<file path="config.mk">
export PLATFORM = sky130hd
export DESIGN_NAME = qspi_sel_switcher_flat
export DESIGN_NICKNAME = d
export VERILOG_FILES = /design/src/rtl/qspi_sel_switcher_pkg.sv /design/src/rtl/qspi_sel_switcher_if.sv /design/src/rtl/qspi_sel_switcher_quiet_detect.sv /design/src/rtl/qspi_sel_switcher.sv /design/src/flat_wrapper.sv
export SDC_FILE = /design/constraint.sdc
export NUM_CORES = 1
export LEC_CHECK = 0
export BUFFER_PORTS_ARGS = -buffer_cell sky130_fd_sc_hd__buf_2
export CORE_MARGIN = 2
export CORE_UTILIZATION = 49
export CTS_CLUSTER_SIZE = 20
export DETAILED_ROUTE_END_ITERATION = 8
export PLACE_DENSITY = 0.73
export SETUP_SLACK_MARGIN = 0.3
export SYNTH_ARGS = -nofsm -noshare
export SYNTH_HDL_FRONTEND = slang
export SYNTH_SLANG_ARGS = --single-unit
</file>
<file path="constraint.sdc">
create_clock -name ext_spi_clk -period 1.3 [get_ports ext_spi_clk]
set_input_delay 0.26 -clock ext_spi_clk [delete_from_list [all_inputs] [get_ports ext_spi_clk]]
set_output_delay 0.26 -clock ext_spi_clk [all_outputs]
set_load 0.02 [all_outputs]
</file>
<file path="src/rtl/qspi_sel_switcher_pkg.sv">
// Shared types and constants for the QSPI select switcher.
package qspi_sel_pkg;

  typedef enum logic [1:0] {
    IDLE   = 2'd0,
    DRAIN  = 2'd1,
    SWITCH = 2'd2
  } state_t;

  localparam logic QSPI_SEL_XIP    = 1'b0;
  localparam logic QSPI_SEL_NORMAL = 1'b1;

endpackage

</file>
<file path="src/rtl/qspi_sel_switcher_if.sv">
// Software switch-request handshake between requester and qspi_sel_switcher.
interface qspi_sel_switcher_if;
  logic sel_req_valid;
  logic sel_req_target;
  logic sel_req_ready;
  logic sel_done;
  logic sel_err;

  modport master (
    output sel_req_valid, sel_req_target,
    input  sel_req_ready, sel_done, sel_err
  );

  modport slave (
    input  sel_req_valid, sel_req_target,
    output sel_req_ready, sel_done, sel_err
  );
endinterface

</file>
<file path="src/rtl/qspi_sel_switcher_quiet_detect.sv">
// Counts consecutive cycles with both QSPI controllers idle on their pins.
module qspi_quiet_detect #(
  parameter int unsigned QUIET_CYCLES = 4
) (
  input  logic ext_spi_clk,
  input  logic ext_spi_resetn,
  input  logic clear,
  input  logic enable,
  input  logic qspi_xip_ss_o,
  input  logic qspi_xip_ck_o,
  input  logic qspi_ss_o,
  input  logic qspi_ck_o,
  output logic quiet_done
);

  localparam int unsigned QW = $clog2(QUIET_CYCLES + 1);
  localparam logic [QW-1:0] CNT_LAST = QW'(QUIET_CYCLES - 1);
  localparam logic [QW-1:0] CNT_FULL = QW'(QUIET_CYCLES);

  logic          quiet;
  logic [QW-1:0] quiet_cnt;

  assign quiet = qspi_xip_ss_o & qspi_ss_o & ~qspi_xip_ck_o & ~qspi_ck_o;

  always_ff @(posedge ext_spi_clk or negedge ext_spi_resetn) begin
    if (!ext_spi_resetn) begin
      quiet_cnt <= '0;
    end else if (clear) begin
      quiet_cnt <= '0;
    end else if (enable) begin
      if (!quiet)
        quiet_cnt <= '0;
      else if (quiet_cnt != CNT_FULL)
        quiet_cnt <= quiet_cnt + QW'(1);
    end
  end

  // Completes on the cycle that would make the count reach QUIET_CYCLES.
  assign quiet_done = enable & quiet & (quiet_cnt == CNT_LAST);

endmodule

</file>
<file path="src/rtl/qspi_sel_switcher.sv">
// Switches the shield-adaptor QSPI mux select only after both controllers go quiet.
module qspi_sel_switcher
  import qspi_sel_pkg::*;
#(
  parameter int unsigned QUIET_CYCLES   = 4,
  parameter int unsigned TIMEOUT_CYCLES = 1024,
  parameter logic        RESET_SEL      = QSPI_SEL_XIP
) (
  input  logic                ext_spi_clk,
  input  logic                ext_spi_resetn,
  qspi_sel_switcher_if.slave  req,
  input  logic                qspi_xip_ss_o,
  input  logic                qspi_xip_ck_o,
  input  logic                qspi_ss_o,
  input  logic                qspi_ck_o,
  output logic                xip_hold,
  output logic                qspi_sel,
  output logic [1:0]          state_o
);

  localparam int unsigned TW = $clog2(TIMEOUT_CYCLES);
  localparam logic [TW-1:0] TMO_LAST = TW'(TIMEOUT_CYCLES - 1);

  state_t        state;
  logic          target_q;
  logic [TW-1:0] tmo_cnt;
  logic          done_q;
  logic          err_q;
  logic          ready;
  logic          quiet_done;

  assign ready             = (state == IDLE);
  assign req.sel_req_ready = ready;
  assign req.sel_done      = done_q;
  assign req.sel_err       = err_q;
  assign state_o           = state;

  qspi_quiet_detect #(
    .QUIET_CYCLES (QUIET_CYCLES)
  ) u_quiet (
    .ext_spi_clk    (ext_spi_clk),
    .ext_spi_resetn (ext_spi_resetn),
    .clear          (state != DRAIN),
    .enable         (state == DRAIN),
    .qspi_xip_ss_o  (qspi_xip_ss_o),
    .qspi_xip_ck_o  (qspi_xip_ck_o),
    .qspi_ss_o      (qspi_ss_o),
    .qspi_ck_o      (qspi_ck_o),
    .quiet_done     (quiet_done)
  );

  always_ff @(posedge ext_spi_clk or negedge ext_spi_resetn) begin
    if (!ext_spi_resetn) begin
      state    <= IDLE;
      qspi_sel <= RESET_SEL;
      target_q <= RESET_SEL;
      xip_hold <= 1'b0;
      done_q   <= 1'b0;
      err_q    <= 1'b0;
      tmo_cnt  <= '0;
    end else begin
      done_q <= 1'b0;
      err_q  <= 1'b0;
      case (state)
        IDLE: begin
          tmo_cnt <= '0;
          if (req.sel_req_valid && ready) begin
            target_q <= req.sel_req_target;
            if (req.sel_req_target == qspi_sel) begin
              done_q <= 1'b1;
            end else begin
              xip_hold <= 1'b1;
              state    <= DRAIN;
            end
          end
        end
        DRAIN: begin
          if (tmo_cnt != TMO_LAST)
            tmo_cnt <= tmo_cnt + TW'(1);
          // Quiet completion takes priority over a coincident timeout.
          if (quiet_done) begin
            qspi_sel <= target_q;
            state    <= SWITCH;
          end else if (tmo_cnt == TMO_LAST) begin
            err_q    <= 1'b1;
            xip_hold <= 1'b0;
            state    <= IDLE;
          end
        end
        SWITCH: begin
          xip_hold <= 1'b0;
          done_q   <= 1'b1;
          state    <= IDLE;
        end
        default: begin
          xip_hold <= 1'b0;
          state    <= IDLE;
        end
      endcase
    end
  end

endmodule

</file>
<file path="src/flat_wrapper.sv">
// flat-port wrapper written by rule: the top's interface ports become plain ports
module qspi_sel_switcher_flat import qspi_sel_pkg::*;
#(
  parameter int unsigned QUIET_CYCLES   = 4,
  parameter int unsigned TIMEOUT_CYCLES = 1024,
  parameter logic        RESET_SEL      = QSPI_SEL_XIP
)
  (ext_spi_clk, ext_spi_resetn, qspi_xip_ss_o, qspi_xip_ck_o, qspi_ss_o, qspi_ck_o, xip_hold, qspi_sel, state_o, req_sel_req_valid, req_sel_req_target, req_sel_req_ready, req_sel_done, req_sel_err);
  qspi_sel_switcher_if req_i ();
  input  logic ext_spi_clk;
  input  logic ext_spi_resetn;
  input  logic qspi_xip_ss_o;
  input  logic qspi_xip_ck_o;
  input  logic qspi_ss_o;
  input  logic qspi_ck_o;
  output logic xip_hold;
  output logic qspi_sel;
  output logic [1:0] state_o;
  input wire logic [$bits(req_i.sel_req_valid)-1:0] req_sel_req_valid;
  input wire logic [$bits(req_i.sel_req_target)-1:0] req_sel_req_target;
  output wire logic [$bits(req_i.sel_req_ready)-1:0] req_sel_req_ready;
  output wire logic [$bits(req_i.sel_done)-1:0] req_sel_done;
  output wire logic [$bits(req_i.sel_err)-1:0] req_sel_err;
  assign req_i.sel_req_valid = req_sel_req_valid;
  assign req_i.sel_req_target = req_sel_req_target;
  assign req_sel_req_ready = req_i.sel_req_ready;
  assign req_sel_done = req_i.sel_done;
  assign req_sel_err = req_i.sel_err;
  qspi_sel_switcher #(.QUIET_CYCLES(QUIET_CYCLES), .TIMEOUT_CYCLES(TIMEOUT_CYCLES), .RESET_SEL(RESET_SEL)) u_core (.ext_spi_clk(ext_spi_clk), .ext_spi_resetn(ext_spi_resetn), .req(req_i), .qspi_xip_ss_o(qspi_xip_ss_o), .qspi_xip_ck_o(qspi_xip_ck_o), .qspi_ss_o(qspi_ss_o), .qspi_ck_o(qspi_ck_o), .xip_hold(xip_hold), .qspi_sel(qspi_sel), .state_o(state_o));
endmodule
</file>
After elaboration in Yosys (flattened, before gate mapping)
Cells that the tools add are included.
W data, S select, Z words.
{"block": "classes", "n_eq_ne": 15, "add_sub_neg": 2, "n_mux": 22, "n_reduce_logical": 10, "bitwise": 7}
{"op": "$pmux W10 S2", "n": 1}
{"op": "$mux W3", "n": 4}
{"op": "$add A10 B1 Y10 const B", "n": 1}
{"op": "$eq A10 B10 Y1 const B", "n": 1}
{"op": "$mux W10", "n": 1}
{"op": "$ne A10 B10 Y1 const B", "n": 1}
{"op": "$mux W1", "n": 9}
{"op": "$mux W2", "n": 4}
{"op": "$reduce_and A2 Y1", "n": 4}
{"op": "$ne A2 B1 Y1 const B", "n": 3}
{"op": "$ne A2 B2 Y1 const B", "n": 3}
{"op": "$and A1 B1 Y1", "n": 5}
{"op": "$pmux W1 S2", "n": 2}
{"op": "$pmux W2 S2", "n": 1}
{"op": "$reduce_and A4 Y1", "n": 1}
{"op": "$reduce_bool A2 Y1", "n": 2}
{"op": "$add A3 B1 Y3 const B", "n": 1}
{"op": "$eq A3 B2 Y1 const B", "n": 1}
{"op": "$ne A3 B1 Y1 const B", "n": 1}
{"op": "$ne A3 B2 Y1 const B", "n": 1}
{"op": "$ne A3 B3 Y1 const B", "n": 1}
{"op": "$reduce_and A3 Y1", "n": 1}
{"op": "$eq A2 B1 Y1 const B", "n": 1}
{"op": "$eq A2 B2 Y1 const B", "n": 1}
{"op": "other kinds (4)", "n": 5}
{"block": "word_totals", "regBits": 20, "in_bits": 8, "wordCells": 64, "out_inout_bits": 7}

Depth between registers and ports, before layout
Gate-level depths: netlist of run 1.
{"block": "logic_depth", "depth_word": 7, "mapped_depth": 6, "depth_no_buf": 5}

Hierarchy
From an unflattened synthesis of run 1, not the netlist that was laid out.
{"block": "unflattened", "cells_unflattened": 103, "area_unflattened_um2": 1073.5}
{"module": "qspi_sel_switcher", "n_inst": 1, "seq_area_each_um2": 425.4, "cells_per_inst": 79, "area_each_um2": 827.0}
{"module": "qspi_quiet_detect", "n_inst": 1, "seq_area_each_um2": 75.1, "cells_per_inst": 24, "area_each_um2": 246.5}

Worst setup path before layout of run 1
OpenSTA, ideal clock, no wires.
{"block": "synth_timing", "path_type": "register to register", "from": "reg u_core.state[1] (netlist: u_core.state_o[1])", "to": "reg u_core.qspi_sel", "setup_slack_ns": -0.259, "required_time_ns": 1.175, "arrival_time_ns": 1.434, "synth_period_minus_slack_ns": 1.559, "setup_time_ns": 0.125, "stages_incl_launch_ff": 5, "path_buffers": 1, "cell_sequence": "dfrtp_1 and2b_2 and4_2 clkbuf_1 mux2_2"}
{"block": "synth_via", "elab_chain_cells": 4}
{"item": "start, declared", "line": "qspi_sel_switcher.sv:24", "source": "state_t state;"}
{"item": "start signal, assigned", "line": "qspi_sel_switcher.sv:54", "source": "state <= IDLE;"}
{"item": "start signal, assigned", "line": "qspi_sel_switcher.sv:73", "source": "state <= DRAIN;"}
{"item": "start signal, assigned", "line": "qspi_sel_switcher.sv:83", "source": "state <= SWITCH;"}
{"item": "$eq A2 B1 Y1 *", "line": "qspi_sel_switcher.sv:44, qspi_sel_switcher.sv:64"}
{"item": "$and A1 B1 Y1 (2 in a row)", "line": "qspi_sel_switcher_quiet_detect.sv:39", "source": "assign quiet_done = enable & quiet & (quiet_cnt == CNT_LAST);"}
{"item": "$reduce_and A2 Y1 (no source line) *"}
{"item": "end signal, assigned", "line": "qspi_sel_switcher.sv:82", "source": "qspi_sel <= target_q;"}
{"item": "end, declared", "line": "qspi_sel_switcher.sv:17", "source": "output logic qspi_sel,"}
Mark *: on every way between the ends. The rest lies on a longest branch, timed or not.
A chain may end at the register's enable or synchronous reset.

Final worst setup path of run 1
{"block": "layout_timing", "from": "reg u_core.state[1] (netlist: u_core.state_o[1])", "to": "reg u_core.tmo_cnt[5]"}
{"block": "layout_via", "elab_chain_cells": 3, "elab_cells_between_ends": 6, "classes_between": "2 x eq/ne; 1 x mux; 3 x reduce/logical"}
{"item": "$eq A2 B1 Y1 / $logic_not A2 Y1 (equally long branches)", "line": "qspi_sel_switcher.sv:64", "source": "case (state)"}
{"item": "$ne A2 B1 Y1 (no source line) / $reduce_bool A2 Y1 (equally long branches)"}
{"item": "$reduce_and A2 Y1 (no source line)"}
{"item": "end signal, assigned", "line": "qspi_sel_switcher.sv:79", "source": "tmo_cnt <= tmo_cnt + TW'(1);"}
{"item": "end, declared", "line": "qspi_sel_switcher.sv:26", "source": "logic [TW-1:0] tmo_cnt;"}
Several ways; a longest one is shown, not always the timed one.

==> run_results.csv, run 1 <==
group,metric,value,unit
routing,antenna_left,0,
synthesis,yosysTopAreaCell,"dfrtp_1",
routing,wl_per_cell,20.7,microns
power_and_ir_drop,seqPwrFrac,36.9,%
timing,whs,0.197,ns
synthesis,synth_top_family_by_area,"simple AND/OR/NAND/NOR gates",
synthesis,ys.flop_type,"dfrtp_1",
routing,dr.pass1.iters,4,
clock_tree,clk_latency,0.33,ns
worst_setup_path,path_max_fanout,3,
cells_and_area,nets,164,
timing,fin_crit_sh,129,%
power_and_ir_drop,p_sw_share,34.5,%
worst_setup_path,required,1.50,ns
synthesis,yosys.cell_types.count,32,
floorplan,fp.dieH,48.7,microns
floorplan,io_pins,15,
timing,setup_violations,16,
synthesis,synthArstFlopShare,100,%
grt,grt_pass1_vias,1036,
synthesis,syn_area_per_cell,10.1,sq um
power_and_ir_drop,power.internal,1460,uW
timing,maxSlewViolCount,0,
synthesis,synthAdderAreaFrac,5.10,%
clock_tree,cts_root_buf,"clkbuf_4",
run,maxCapViolations,0,
worst_setup_path,worstReg2RegStart,"u_core.state_o[1]$_DFFE_PN0P_",
clock_tree,cts_max_level,1,
synthesis,synthMuxAreaShare,4.34,%
place,place_congestion,0.873,
routing,drc,0,
cells_and_area,final_util,89.3,%
routing,dr_total_vias,1072,
place,place_area,0.00128,sq mm
cells_and_area,multi_input_area,652,sq um
synthesis,synth_seq_area_share,51.0,%
clock_tree,path_clk_slew,0.12,ns
synthesis,synth_top_area_share,51.0,%
timing,max_slew_margin,69.4,%
synthesis,synth_compound_gate_area_share,12.2,%
cells_and_area,nFillCells,78,
timing,fin_setup_tns,-3.82,ns
place,place_hpwl,1.70,mm
place,io_buffer_count,14,
power_and_ir_drop,p_per_area,1300,mW/mm^2
grt,grtUsageTotal,27.2,%
routing,vias_per_cell,6.02,
timing,max_slew.worst_pin.slew,0.460,ns
cells_and_area,antenna_cells,0,
timing,rsz0062_at_grt,"yes",
power_and_ir_drop,pwr-share-comb,39.8,%
power_and_ir_drop,leakagePower,0.000777,uW
timing,max_freq,0.597,GHz
worst_setup_path,endpoint_kind,"flip-flop",
cells_and_area,final_area,0.00172,sq mm
synthesis,synth_fp_nets,109,
clock_tree,clock_sinks,20,
floorplan,dieArea,0.00238,sq mm
floorplan,coreArea,0.00192,sq mm
timing,skew,0.0132,ns
synthesis,synth_simple_gate_area_share,22.3,%
clock_tree,cts_tree,"built",
worst_setup_path,critPathKind,"reg -> reg",
grt,antenna_found_initial,0,
synthesis,synthCells,97,
floorplan,rows,16,
timing,hold_viol_final,0,
clock_tree,clock_path_buffers,2,
synthesis,synth_area_leaders,"dfrtp_1 (51%), ha_1 (5.1%), nand3_1 (4.1%), nand2_1 (3.4%), a21oi_1 (2.6%)",
routing,drtIter0Drc,39,
worst_setup_path,start_kind,"flip-flop",
worst_setup_path,endpoint,"u_core.tmo_cnt[5]$_DFFE_PN0P_",
routing,route.final.wire_length,3.69,mm
synthesis,synth_xor_area_share,1.79,%
timing,min_period,1.67,ns
worst_setup_path,reg2reg_to,"u_core.tmo_cnt[5]$_DFFE_PN0P_",
timing,timing.final.ws_setup,-0.374,ns
worst_setup_path,cp.arrival,1.87,ns
worst_setup_path,setup.worst_path.start,"u_core.state_o[1]$_DFFE_PN0P_",
floorplan,dieWidth,48.7,microns
worst_setup_path,r2r_cells,6,
cells_and_area,ff_latch_area,502,sq um
outcome,violations,"negative setup slack",
power_and_ir_drop,power.total,2230,uW
cells_and_area,drive_gt1_share,64.9,%
floorplan,floorplan.initialDensity,51.0,%
synthesis,ys_ff_latch,20,
grt,grt_max_degree,21,
worst_setup_path,r2r_slack,-0.37,ns
synthesis,synth-edff-count,0,
synthesis,syn_area,981,sq um
power_and_ir_drop,max-vdd-ir-drop,1.02,mV
power_and_ir_drop,p_switching,771,uW
outcome,status,"finished, violations left",
power_and_ir_drop,power_frac_clock,23.3,%
cells_and_area,area_delta_synth_final,74.9,%
grt,grt_pass1_wl,4.86,mm
synthesis,yosysWarnings,0,
clock_tree,cts_made_buffers,3,
hold_path,worst_hold_path_type,"in -> reg",
grt,grt-ovfl-total,0,
critical path, cell delays in order (launching register included):
cell and delay [ns]:
dfrtp_2 0.45, buf_6 0.12, and4b_2 0.36, buf_6 0.13, nand4_1 0.13, o211ai_1 0.26
o31ai_1 0.11
synthesized netlist by cell type (all sizes together), types with 2 or more instances:
cell type   n
nand3       8
mux2        2
inv         6
a31oi       4
or3         2
and3        2
o31ai       2
nand2       9
nor2        5
nand4       3
dfrtp      20
and4b       2
mux2i       2
a21oi       5
o21ai       5
and2b       2
ha          4
what timing repair did:
action	CTS	global route
pin swaps	19	14
hold buffers	1	0
setup buffers	5	9
resized for setup	42	25
endpoints found under the setup margin	27	27
hold endpoints to repair	20	0
routing by layer:
metal	track usage, %	up-vias	wire (microns)
li1	-	458	-
met1	27.9	528	1400
met4	10.5	0	160
met5	0	-	0
met3	6.17	18	326
met2	52.7	68	1800
placed cells by master, fill, tap and decap left out, types with 3 or more instances in the layout:
cell type | Yosys | routed
buf_4 | 0 | 26
dfrtp_1 | 20 | 19
buf_6 | 0 | 18
nand2_1 | 9 | 7
buf_2 | 1 | 7
nand3_2 | 0 | 6
a21oi_2 | 0 | 5
nor2_1 | 5 | 5
a31oi_1 | 4 | 4
inv_1 | 5 | 3
nand4_1 | 3 | 3
o21ai_0 | 5 | 3
clkbuf_4 | 0 | 3
power by group through the flow:
stage	logic (uW)	registers [uW]	clock network [uW]
CTS	667	800	508
detailed placement	586	810	0
finish	888	825	521
global route	943	834	561
floorplan	254	826	0
global placement	573	805	0
flip-flops by register name (all words and copies together), names as in the netlist:
signal / flops
u_core.req.sel_err: 1
u_core.tmo_cnt: 10
u_core.req.sel_done: 1
u_core.xip_hold: 1
u_core.target_q: 1
u_core.qspi_sel: 1
u_core.state_o: 2
u_core.u_quiet.quiet_cnt: 3
logic make-up after synthesis:
logic type	count (synthesis)
and+or+nand+nor	39
AOI/OAI and AO/OA	20
DFF	20
buffers and inverters	8
muxes	4
adders and majority gates	4
xor gates and xnor gates	2
final cells by class:
type                            count  share of cell area (%)
Tap cell                           27                    1.97
Timing Repair Buffer               52                    25.8
Clock inverter                      1                    1.75
Clock buffer                        3                    1.31
Multi-Input combinational cell     69                    38.0
Inverter                            6                    1.90
Sequential cell                    20                    29.2
metrics by stage:
step	std cells	worst slack, ns
after floorplan	97	-0.134
after global routing	178	-0.405
after detailed placement	159	-0.175
final	178	-0.374
after global placement	159	-0.138
after CTS	169	-0.244
worst min-delay path by stage:
stage                            start                      endpoint  cells past startpoint
finish              req_sel_req_target   u_core.target_q$_DFFE_PN0P_                      2
global route        req_sel_req_target   u_core.target_q$_DFFE_PN0P_                      2
CTS                 req_sel_req_target   u_core.target_q$_DFFE_PN0P_                      2
detailed placement      ext_spi_resetn  u_core.req.sel_err$_DFF_PN0_                      1
global placement        ext_spi_resetn  u_core.req.sel_err$_DFF_PN0_                      1
floorplan               ext_spi_resetn   u_core.qspi_sel$_DFFE_PN0P_                      0
(Power assumes the default switching activity.)
==> run 2: changes to the inputs <==
Settings changed: ABC_AREA set to 1.
==> run 2 against run 1 <==
Compared with the run above: the run still ends with negative setup slack left; die area grew 7.5%; non-clock buffer count shrank 19; register-to-register slack better by 0.30 ns; critical path depth grew 2; cell area is 8.2% lower; sequential cell count stayed put; global-route usage shrank 5.5 points; core utilization shrank 11 points; sequential share of layout area is 2.7 points higher.
==> run_results.csv, run 2 <==
group,metric,value,unit
outcome,status,"finished, violations left",
outcome,violations,"negative setup slack",
clock_tree,clock_path_buffers,2,
synthesis,ys.flop_type,"dfrtp_1",
hold_path,worstHoldPathCells,2,
timing,maxSlewViolCount,0,
power_and_ir_drop,max-vdd-ir-drop,0.940,mV
worst_setup_path,start_kind,"flip-flop",
power_and_ir_drop,p_switching,747,uW
timing,max_freq,0.730,GHz
clock_tree,cts_made_buffers,3,
floorplan,coreArea,0.00200,sq mm
timing,fin_crit_sh,105,%
routing,wl_met3,100,microns
power_and_ir_drop,seqPwrFrac,43.4,%
synthesis,synth_top_area_share,47.2,%
power_and_ir_drop,p_per_area,1280,mW/mm^2
clock_tree,clock_sinks,20,
worst_setup_path,setup.worst_path.start,"u_core.tmo_cnt[1]$_DFFE_PN0P_",
routing,route.final.wire_length,2.67,mm
grt,grt_pass1_vias,988,
clock_tree,cts_root_buf,"clkbuf_4",
cells_and_area,antenna_cells,0,
synthesis,synth_seq_area_share,47.2,%
routing,antenna_left,0,
worst_setup_path,worstReg2RegStart,"u_core.tmo_cnt[1]$_DFFE_PN0P_",
floorplan,dieArea,0.00255,sq mm
routing,drc,0,
run,maxCapViolations,0,
clock_tree,cts_tree,"built",
timing,whs,0.222,ns
timing,setup_violations,12,
routing,wl_met2,1.38,mm
synthesis,synthCells,128,
synthesis,yosys.cell_types.count,23,
hold_path,worstHoldEndpoint,"u_core.target_q$_DFFE_PN0P_",
worst_setup_path,crit_buf_inv,0,
synthesis,syn_area_per_cell,8.29,sq um
power_and_ir_drop,power.internal,1260,uW
routing,wl_met1,1.16,mm
worst_setup_path,reg2reg_to,"u_core.tmo_cnt[3]$_DFFE_PN0P_",
synthesis,synth_area_leaders,"dfrtp_1 (47%), nand2_1 (12%), inv_1 (5.7%), nand3_1 (5.2%), ha_1 (4.7%)",
grt,grtUsageTotal,21.7,%
timing,max_slew.worst_pin.slew,0.445,ns
floorplan,rows,16,
place,place_hpwl,1.60,mm
routing,dr_total_vias,1009,
grt,grt-ovfl-total,0,
synthesis,synth-edff-count,0,
worst_setup_path,endpoint_kind,"flip-flop",
worst_setup_path,r2r_slack,-0.07,ns
clock_tree,path_clk_slew,0.11,ns
clock_tree,cts_max_level,1,
cells_and_area,area_delta_synth_final,48.5,%
place,io_buffer_count,14,
timing,min_period,1.37,ns
synthesis,synth_fp_nets,140,
synthesis,synth.most_common_cell,"nand2_1",
timing,hold_viol_final,0,
floorplan,dieWidth,50.5,microns
cells_and_area,nets,178,
timing,fin_setup_tns,-0.575,ns
cells_and_area,largest_reg_flops,10,
worst_setup_path,path_max_fanout,7,
grt,antenna_found_initial,0,
worst_setup_path,r2r_cells,8,
worst_setup_path,cp.arrival,1.56,ns
timing,timing.final.ws_setup,-0.0695,ns
routing,top_layer,"met4",
power_and_ir_drop,p_sw_share,37.1,%
routing,wl_per_cell,13.9,microns
synthesis,yosysTopAreaCell,"dfrtp_1",
timing,skew,0.00119,ns
floorplan,floorplan.initialDensity,53.0,%
worst_setup_path,required,1.49,ns
routing,dr.pass1.iters,4,
hold_path,worst_hold_path_type,"in -> reg",
routing,vias_per_cell,5.26,
power_and_ir_drop,leakagePower,0.000770,uW
worst_setup_path,cp_slowest_cell,"dfrtp_1",
place,place_congestion,0.794,
cells_and_area,layout_common_cells,"nand2_1 (27), dfrtp_1 (18), buf_4 (14)",
floorplan,io_pins,15,
grt,grt_pass1_wl,4.22,mm
cells_and_area,max_flop_register,"u_core.tmo_cnt",
power_and_ir_drop,pwr-share-comb,38.5,%
worst_setup_path,critPathKind,"reg -> reg",
hold_path,min_from,"req_sel_req_target",
synthesis,synth_common_cells,"nand2_1 (35), dfrtp_1 (20), inv_1 (16)",
synthesis,ys_ff_latch,20,
clock_tree,clk_latency,0.30,ns
cells_and_area,drive_gt1_share,47.3,%
timing,rsz0062_at_grt,"yes",
worst_setup_path,cp_cell_sequence,"ha_2 > nand2_2 > nor2_4 > nand3_4 > nand2_4 > nand2_8 > nand2_1 > o21ai_0",
worst_setup_path,cpLargestDelayFamily,"simple AND/OR/NAND/NOR gates",
synthesis,syn_area,0.00106,sq mm
worst_setup_path,max_stage_delay,0.37,ns
grt,grt_max_degree,21,
synthesis,synthArstFlopShare,100,%
synthesis,yosysWarnings,0,
floorplan,fp.dieH,50.5,microns
power_and_ir_drop,power_frac_clock,18.1,%
routing,drtIter0Drc,25,
timing,max_slew_margin,70.3,%
cells_and_area,layout_commonest_cell,"nand2_1",
run 2: logic make-up (layout without fill, tap and decap cells):
logic type               after synthesis  after routing  synth area share (%)
AO/OA/AOI/OAI                         14             14                  7.31
adder cells (fa/ha/maj)                4              4                  4.72
AND/OR/NAND/NOR                       68             68                  30.3
XOR/XNOR                               4              4                  3.30
flip-flops                            20             20                  47.2
buffers and inverters                 17             54                  6.13
multiplexers                           1              1                  1.06
run 2: cell type report:
cell class                 instances  area, sq um
fill                             127          427
tap                               27         33.8
timing repair buffer              33          274
inverter                          17         83.8
sequential                        20          503
multi-input combinational         91          644
clock buffer                       4         36.3
run 2: power groups by stage:
| stage | sequential (uW) | combinational (uW) | clock (uW) |
|---|---|---|---|
| 2_1_floorplan | 865 | 412 | 0 |
| 3_3_place_gp | 874 | 588 | 0 |
| 3_5_place_dp | 868 | 616 | 0 |
| 4_1_cts | 865 | 693 | 365 |
| 5_1_grt | 891 | 861 | 388 |
| 6_report | 872 | 774 | 364 |
run 2: worst max-delay path by stage:
stage          cells past startpoint                            end
3_5_place_dp                       7  u_core.tmo_cnt[4]$_DFFE_PN0P_
2_1_floorplan                      8  u_core.tmo_cnt[3]$_DFFE_PN0P_
3_3_place_gp                       9  u_core.tmo_cnt[5]$_DFFE_PN0P_
4_1_cts                            9  u_core.tmo_cnt[5]$_DFFE_PN0P_
6_report                           8  u_core.tmo_cnt[3]$_DFFE_PN0P_
5_1_grt                            9  u_core.tmo_cnt[7]$_DFFE_PN0P_
run 2: worst reg2reg max path, cell delays in order (launching register included):
cell and delay, ns:
dfrtp_1 0.37, ha_2 0.19, nand2_2 0.08, nor2_4 0.17, nand3_4 0.10, nand2_4 0.12
nand2_8 0.09, nand2_1 0.07, o21ai_0 0.07
run 2: timing repair:
action / CTS / global route
gates cloned: 0 / 0
setup buffers: 12 / 1
resized for setup: 37 / 18
setup endpoints to repair: 26 / 27
hold endpoints to repair: 20 / 0
pin swaps: 6 / 9
hold buffers: 1 / 0
run 2: per-layer routing:
| layer | global-route usage [%] | vias up |
|---|---|---|
| met1 | 26.9 | 492 |
| met4 | 3.60 | 0 |
| met2 | 40.6 | 27 |
| li1 | - | 488 |
| met3 | 2.98 | 2 |
| met5 | 0 | - |
run 2: through the flow:
stage | area, sq um | utilization (%) | total power (uW) | instances | setup WS [ns]
floorplan | 1090 | - | 1280 | 128 | 0.0218
global placement | 1240 | 61.8 | 1460 | 174 | 0.0149
detailed placement | 1240 | 61.8 | 1480 | 174 | -0.0635
CTS | 1500 | 74.8 | 1920 | 191 | -0.0378
global route | 1580 | 78.7 | 2140 | 192 | -0.173
finish | 1580 | 78.7 | 2010 | 192 | -0.0695
